### src/rtl/uart_tx_pkg.sv
// Shared types and constants for the UART transmitter.
// The state names match the receiver's FSM so the two read alike in waveforms.
package uart_tx_pkg;

  typedef enum logic [2:0] {
    IDLE,
    START,
    DATA,
    PARITY,
    STOP
  } tx_states_e;

  localparam int PARITY_NONE = 0;
  localparam int PARITY_ODD  = 1;
  localparam int PARITY_EVEN = 2;

endpackage

### src/rtl/uart_baud_gen.sv
// Bit-period timer: bit_tick marks the last clock of every bit while enabled.
// Kept free of transmitter specifics so a receiver can reuse it.
module uart_baud_gen #(
  parameter int CLK_FREQ  = 100_000_000,
  parameter int BAUD_RATE = 115200
) (
  input  logic clk,
  input  logic rst,
  input  logic en,
  output logic bit_tick
);

  localparam int BIT_CYCLES = CLK_FREQ / BAUD_RATE;
  localparam int CNT_W      = (BIT_CYCLES < 2) ? 1 : $clog2(BIT_CYCLES);
  localparam logic [CNT_W-1:0] LAST = CNT_W'(BIT_CYCLES - 1);

  if (BIT_CYCLES < 2) begin : g_rate_check
    $error("uart_baud_gen: CLK_FREQ/BAUD_RATE must be at least 2");
  end

  logic [CNT_W-1:0] cnt;

  // Held at zero while disabled, so the first bit after enable is full length.
  always_ff @(posedge clk) begin
    if (rst || !en) begin
      cnt <= '0;
    end else if (cnt == LAST) begin
      cnt <= '0;
    end else begin
      cnt <= cnt + CNT_W'(1);
    end
  end

  assign bit_tick = en && (cnt == LAST);

endmodule

### src/rtl/uart_tx.sv
// UART transmitter: valid/ready word intake, LSB-first framing with optional
// parity and one or two stop bits, registered serial output.
module uart_tx
  import uart_tx_pkg::*;
#(
  parameter int CLK_FREQ   = 100_000_000,
  parameter int BAUD_RATE  = 115200,
  parameter int DATA_WIDTH = 8,
  parameter int PARITY     = 0,
  parameter int STOP_BITS  = 1
) (
  input  logic                  clk,
  input  logic                  rst,
  input  logic [DATA_WIDTH-1:0] data_i,
  input  logic                  valid_i,
  output logic                  ready_o,
  output logic                  tx_o,
  output logic                  busy_o,
  output logic                  done_o
);

  localparam int BCNT_W = $clog2(DATA_WIDTH + 1);
  localparam logic [BCNT_W-1:0] LAST_DATA = BCNT_W'(DATA_WIDTH - 1);
  localparam logic [BCNT_W-1:0] LAST_STOP = BCNT_W'(STOP_BITS - 1);

  if (DATA_WIDTH < 5 || DATA_WIDTH > 9) begin : g_width_check
    $error("uart_tx: DATA_WIDTH must be 5..9");
  end
  if (PARITY < PARITY_NONE || PARITY > PARITY_EVEN) begin : g_parity_check
    $error("uart_tx: PARITY must be 0, 1 or 2");
  end
  if (STOP_BITS < 1 || STOP_BITS > 2) begin : g_stop_check
    $error("uart_tx: STOP_BITS must be 1 or 2");
  end

  tx_states_e            state;
  logic [DATA_WIDTH-1:0] shreg;
  logic [BCNT_W-1:0]     bit_cnt;
  logic                  parity_bit;
  logic                  bit_tick;

  uart_baud_gen #(
    .CLK_FREQ (CLK_FREQ),
    .BAUD_RATE(BAUD_RATE)
  ) u_baud_gen (
    .clk     (clk),
    .rst     (rst),
    .en      (state != IDLE),
    .bit_tick(bit_tick)
  );

  // NOTE: tx_o is loaded with the level of the state being entered, in the
  // same non-blocking update as the state, so the pin is a flop output and
  // changes on exactly the edge the state does.
  always_ff @(posedge clk) begin
    if (rst) begin
      state      <= IDLE;
      tx_o       <= 1'b1;
      shreg      <= '0;
      bit_cnt    <= '0;
      parity_bit <= 1'b0;
    end else begin
      case (state)
        IDLE: begin
          if (valid_i) begin
            state      <= START;
            shreg      <= data_i;
            parity_bit <= (PARITY == PARITY_ODD) ? ~^data_i : ^data_i;
            tx_o       <= 1'b0;
          end
        end
        START: begin
          if (bit_tick) begin
            state   <= DATA;
            bit_cnt <= '0;
            tx_o    <= shreg[0];
          end
        end
        DATA: begin
          if (bit_tick) begin
            if (bit_cnt == LAST_DATA) begin
              bit_cnt <= '0;
              if (PARITY != PARITY_NONE) begin
                state <= uart_tx_pkg::PARITY;
                tx_o  <= parity_bit;
              end else begin
                state <= STOP;
                tx_o  <= 1'b1;
              end
            end else begin
              bit_cnt <= bit_cnt + BCNT_W'(1);
              shreg   <= shreg >> 1;
              tx_o    <= shreg[1];
            end
          end
        end
        uart_tx_pkg::PARITY: begin
          if (bit_tick) begin
            state   <= STOP;
            bit_cnt <= '0;
            tx_o    <= 1'b1;
          end
        end
        STOP: begin
          if (bit_tick) begin
            if (bit_cnt == LAST_STOP) begin
              state   <= IDLE;
              bit_cnt <= '0;
            end else begin
              bit_cnt <= bit_cnt + BCNT_W'(1);
            end
            tx_o <= 1'b1;
          end
        end
        default: begin
          state <= IDLE;
          tx_o  <= 1'b1;
        end
      endcase
    end
  end

  assign ready_o = (state == IDLE);
  assign busy_o  = (state != IDLE);
  // Decoded from flops only; high during the final clock of the last stop bit.
  assign done_o  = (state == STOP) && bit_tick && (bit_cnt == LAST_STOP);

endmodule

### config.mk
export PLATFORM = sky130hd
export DESIGN_NAME = uart_tx
export DESIGN_NICKNAME = d
export VERILOG_FILES = /design/src/rtl/uart_tx_pkg.sv /design/src/rtl/uart_baud_gen.sv /design/src/rtl/uart_tx.sv
export SDC_FILE = /design/constraint.sdc
export NUM_CORES = 1
export LEC_CHECK = 0
export CORE_MARGIN = 8
export CORE_UTILIZATION = 37
export DETAILED_ROUTE_END_ITERATION = 6
export PLACE_DENSITY = 0.6
export SLEW_MARGIN = 20
export SYNTH_ARGS = -nofsm -noshare
export SYNTH_HDL_FRONTEND = slang
export SYNTH_SLANG_ARGS = --single-unit
### constraint.sdc
create_clock -name clk -period 2.1 [get_ports clk]
set_clock_uncertainty 0.15 [all_clocks]
set_input_delay 0.42 -clock clk [delete_from_list [all_inputs] [get_ports clk]]
set_output_delay 0.42 -clock clk [all_outputs]
set_load 0.01 [all_outputs]
==> impl_results.md <==
* Final setup vio count at 0
* Total CTS buffers at 3
* Detail Placement HPWL at 2560 um
* Worst Hold Class: flop to flop
* Drt total wl at 3240 um
* Most common cell after layout, fill and taps aside: dfxtp_1
* Switch share at 26.3%
* Met3 Usage GRT at 2.48%
* CTS tree: yes
* GPL Wtd Cong at 0.785
* Die Area at 6360 um^2
* Clock power frac at 25.7%
* Cell-internal power at 0.800 mW
* RSZ-0062 raised after global routing: false
* Minimum clock period at 2010 ps
* Number of placed I/O pins at 15
* P&R area growth vs syn at 27.3%
* Number of distinct library cells after synthesis at 44
* 1st-iter DRT viols at 81
* Port bufs at 14
* Worst-skew pair later-pin latency at 270 ps
* Row count at 23
* Combinational power share at 24.7%
* CP required at 1530 ps
* Core area at 3940 um^2
* VDD IR max at 224 uV
* Layout Cells excl Fill at 242
* Critical Path Start Type: flop
* Sequential share of power at 49.6%
* Gr ovfl total at 0
* Final hold violation count at 0
* Clock Sinks at 26
* Nets@finish at 208
* 1st-pass router iterations at 4
* Number of fill cells at 353
* Async SR Flop Fraction at 0%
* CTS Root Cell: clkbuf_8
* CTS Buffer Depth at 2
* Critical path's slowest cell: dfxtp_2
* Total leakage power at 0.780 nW
* Final Cycle Share at 95.9%
* Number of synthesized register bits at 26
* Die width at 79.7 um
* Max Clk Rate at 496 MHz
* Adder-cell share of the synthesized area at 2.50%
* Data arrival, critical path at 1440 ps
* Post-DRT Antenna Nets at 0
* Post-Syn Nets at 171
* R2r worst-path depth at 6
* Via Count at 1212
* Simple-gate area share of the yosys netlist at 28.2%
* Die height at 79.7 um
* Synthesis warning total at 0
* Setup CP Type: flop to primary output
* CP Capture Type: primary output
* Critical Path Max Stage Delay at 340 ps
* Avg Cell Area, Syn at 9.57 um^2
* Synth Area in XOR/XNOR at 4.66%
* Vias per cell at 5.01
* Gr busiest metal: met2
* Starting Density at 38.1%
* Slew @ Worst Pin at 435 ps
* Status: complete, no violations
* Clock Pin Slew Worst Setup and Hold Paths at 80 ps
* Top FF cell, synth: dfxtp_1
* Final Core Density at 48.5%
* Net Sw Power at 0.286 mW
* Synth Area in Compound Gates at 11.7%
* Initial antenna violation count at 0
* Vias in the first global route at 1248
* CTS Hold Bufs at 0
* H-tree levels at 1
* GRT met2 Usage at 18.3%
* Most frequent cells in the layout: dfxtp_1, nor2_1, buf_4
* # placed instances at 237
* Slew Viols, Final at 0
* Post-synth EDFFs at 0
* Finished Cell Area at 1910 um^2
* Post-Syn Area at 1500 um^2
* Post-route DRC at 0
* Synth Instances at 157
* Post-synthesis mux area share at 13.0%
* WHS at 338 ps
* Layout cells sized above 1 at 27.6%
* Per-cell routed wire length at 13.4 um
* Largest net degree at the start of global routing at 19
* Slew HR at 70.7%
* Power Dens Cells at 567 nW/um^2
* CP max FO at 2
* First-pass GRT wire length at 5530 um
* Met1 usage at 12.0%
* Total GRT Usage at 10.6%
* Share of the yosys chip area belonging to registers at 34.6%
* Main combinational cell family by area after synthesis: simple AND/OR/NAND/NOR gates
* Max Cap Violations at 0
* CP cell instances: ha_2 -> and4b_2 -> and3_4 -> nor2b_4 -> buf_2
* Area after DPL at 1850 um^2
* Diode count at 0
* Hold path depth at 1
==> worst paths after layout <==
kind / slack [ps] / startpoint / to
worst max-delay path: 90 / u_baud_gen.cnt[0] / done_o
worst min-delay path: 340 / shreg[7] / shreg[7]
worst max register to register: 200 / u_baud_gen.cnt[0] / u_baud_gen.cnt[2]
worst min register to register: 340 / shreg[7] / shreg[7]
==> layout make-up <==
| type | instances | area, um^2 | share of cell area, % |
|---|---|---|---|
| clock buffer | 3 | 41.3 | 2.16 |
| inverter | 7 | 31.3 | 1.64 |
| multi-input combinational | 118 | 917 | 47.9 |
| sequential | 26 | 523 | 27.3 |
| tap | 50 | 62.6 | 3.27 |
| timing repair buffer | 38 | 338 | 17.7 |
==> state kept, by name, indices dropped and copies added (netlist names) <==
register	count
u_baud_gen.cnt	10
shreg	8
bit_cnt	4
state	3
tx_o	1
==> per-layer routing <==
layer,vias up,share of wire [%]
li1,619,-
met1,558,43
met2,30,49
met3,5,5.7
met4,0,1.5
met5,-,0
==> worst max-delay path: cells and delay by family (launching register included) <==
family	cells	cell delay [ps]
simple gates	3	530
buf+inv	1	140
fa+ha+maj	1	170
flops	1	340
==> cells in the mapped netlist, types with 3 or more instances <==
| cell type | n | area share [%] |
|---|---|---|
| dfxtp_1 | 26 | 35 |
| nor2_1 | 23 | 5.7 |
| nand2_1 | 11 | 2.7 |
| and2b_1 | 9 | 4.5 |
| mux2i_1 | 9 | 6.0 |
| mux2_4 | 7 | 7.0 |
| inv_1 | 6 | 1.5 |
| xnor2_1 | 6 | 3.5 |
| a21oi_1 | 5 | 1.7 |
| nand3_1 | 5 | 1.7 |
| buf_2 | 3 | 1.0 |
| buf_6 | 3 | 2.2 |
| ha_1 | 3 | 2.5 |
| nand3b_1 | 3 | 1.5 |
| nor3b_1 | 3 | 1.5 |
| o21ai_0 | 3 | 1.0 |
==> stage by stage <==
step           TNS (ps)  worst slack (ps)  power (mW)
2_1_floorplan         0               232       0.729
3_3_place_gp      -24.6             -24.6       0.816
3_5_place_dp      -72.0             -72.0       0.822
4_1_cts               0              40.5        1.10
5_1_grt               0              2.21        1.15
6_report              0              85.7        1.09
==> power by group through the flow <==
stage	sequential, mW	clock, mW	combinational (mW)
after floorplan	0.545	0	0.184
after global placement	0.548	0	0.268
after detailed placement	0.550	0	0.272
after CTS	0.538	0.298	0.266
after global routing	0.542	0.317	0.291
final	0.539	0.279	0.268
==> logic make-up after synthesis <==
kind of cell    after synthesis
mux                          16
compound gates               21
fa+ha+maj                     3
buf+inv                      13
flops                        26
simple gates                 70
xor+xnor                      8
==> repair_timing <==
| action | in CTS | in global routing |
|---|---|---|
| setup buffers | 0 | 2 |
| endpoints found under the hold margin | 0 | 0 |
| endpoints found under the setup margin | 3 | 1 |
| gates resized for setup | 6 | 5 |
Power figures use the tool's default switching activity.
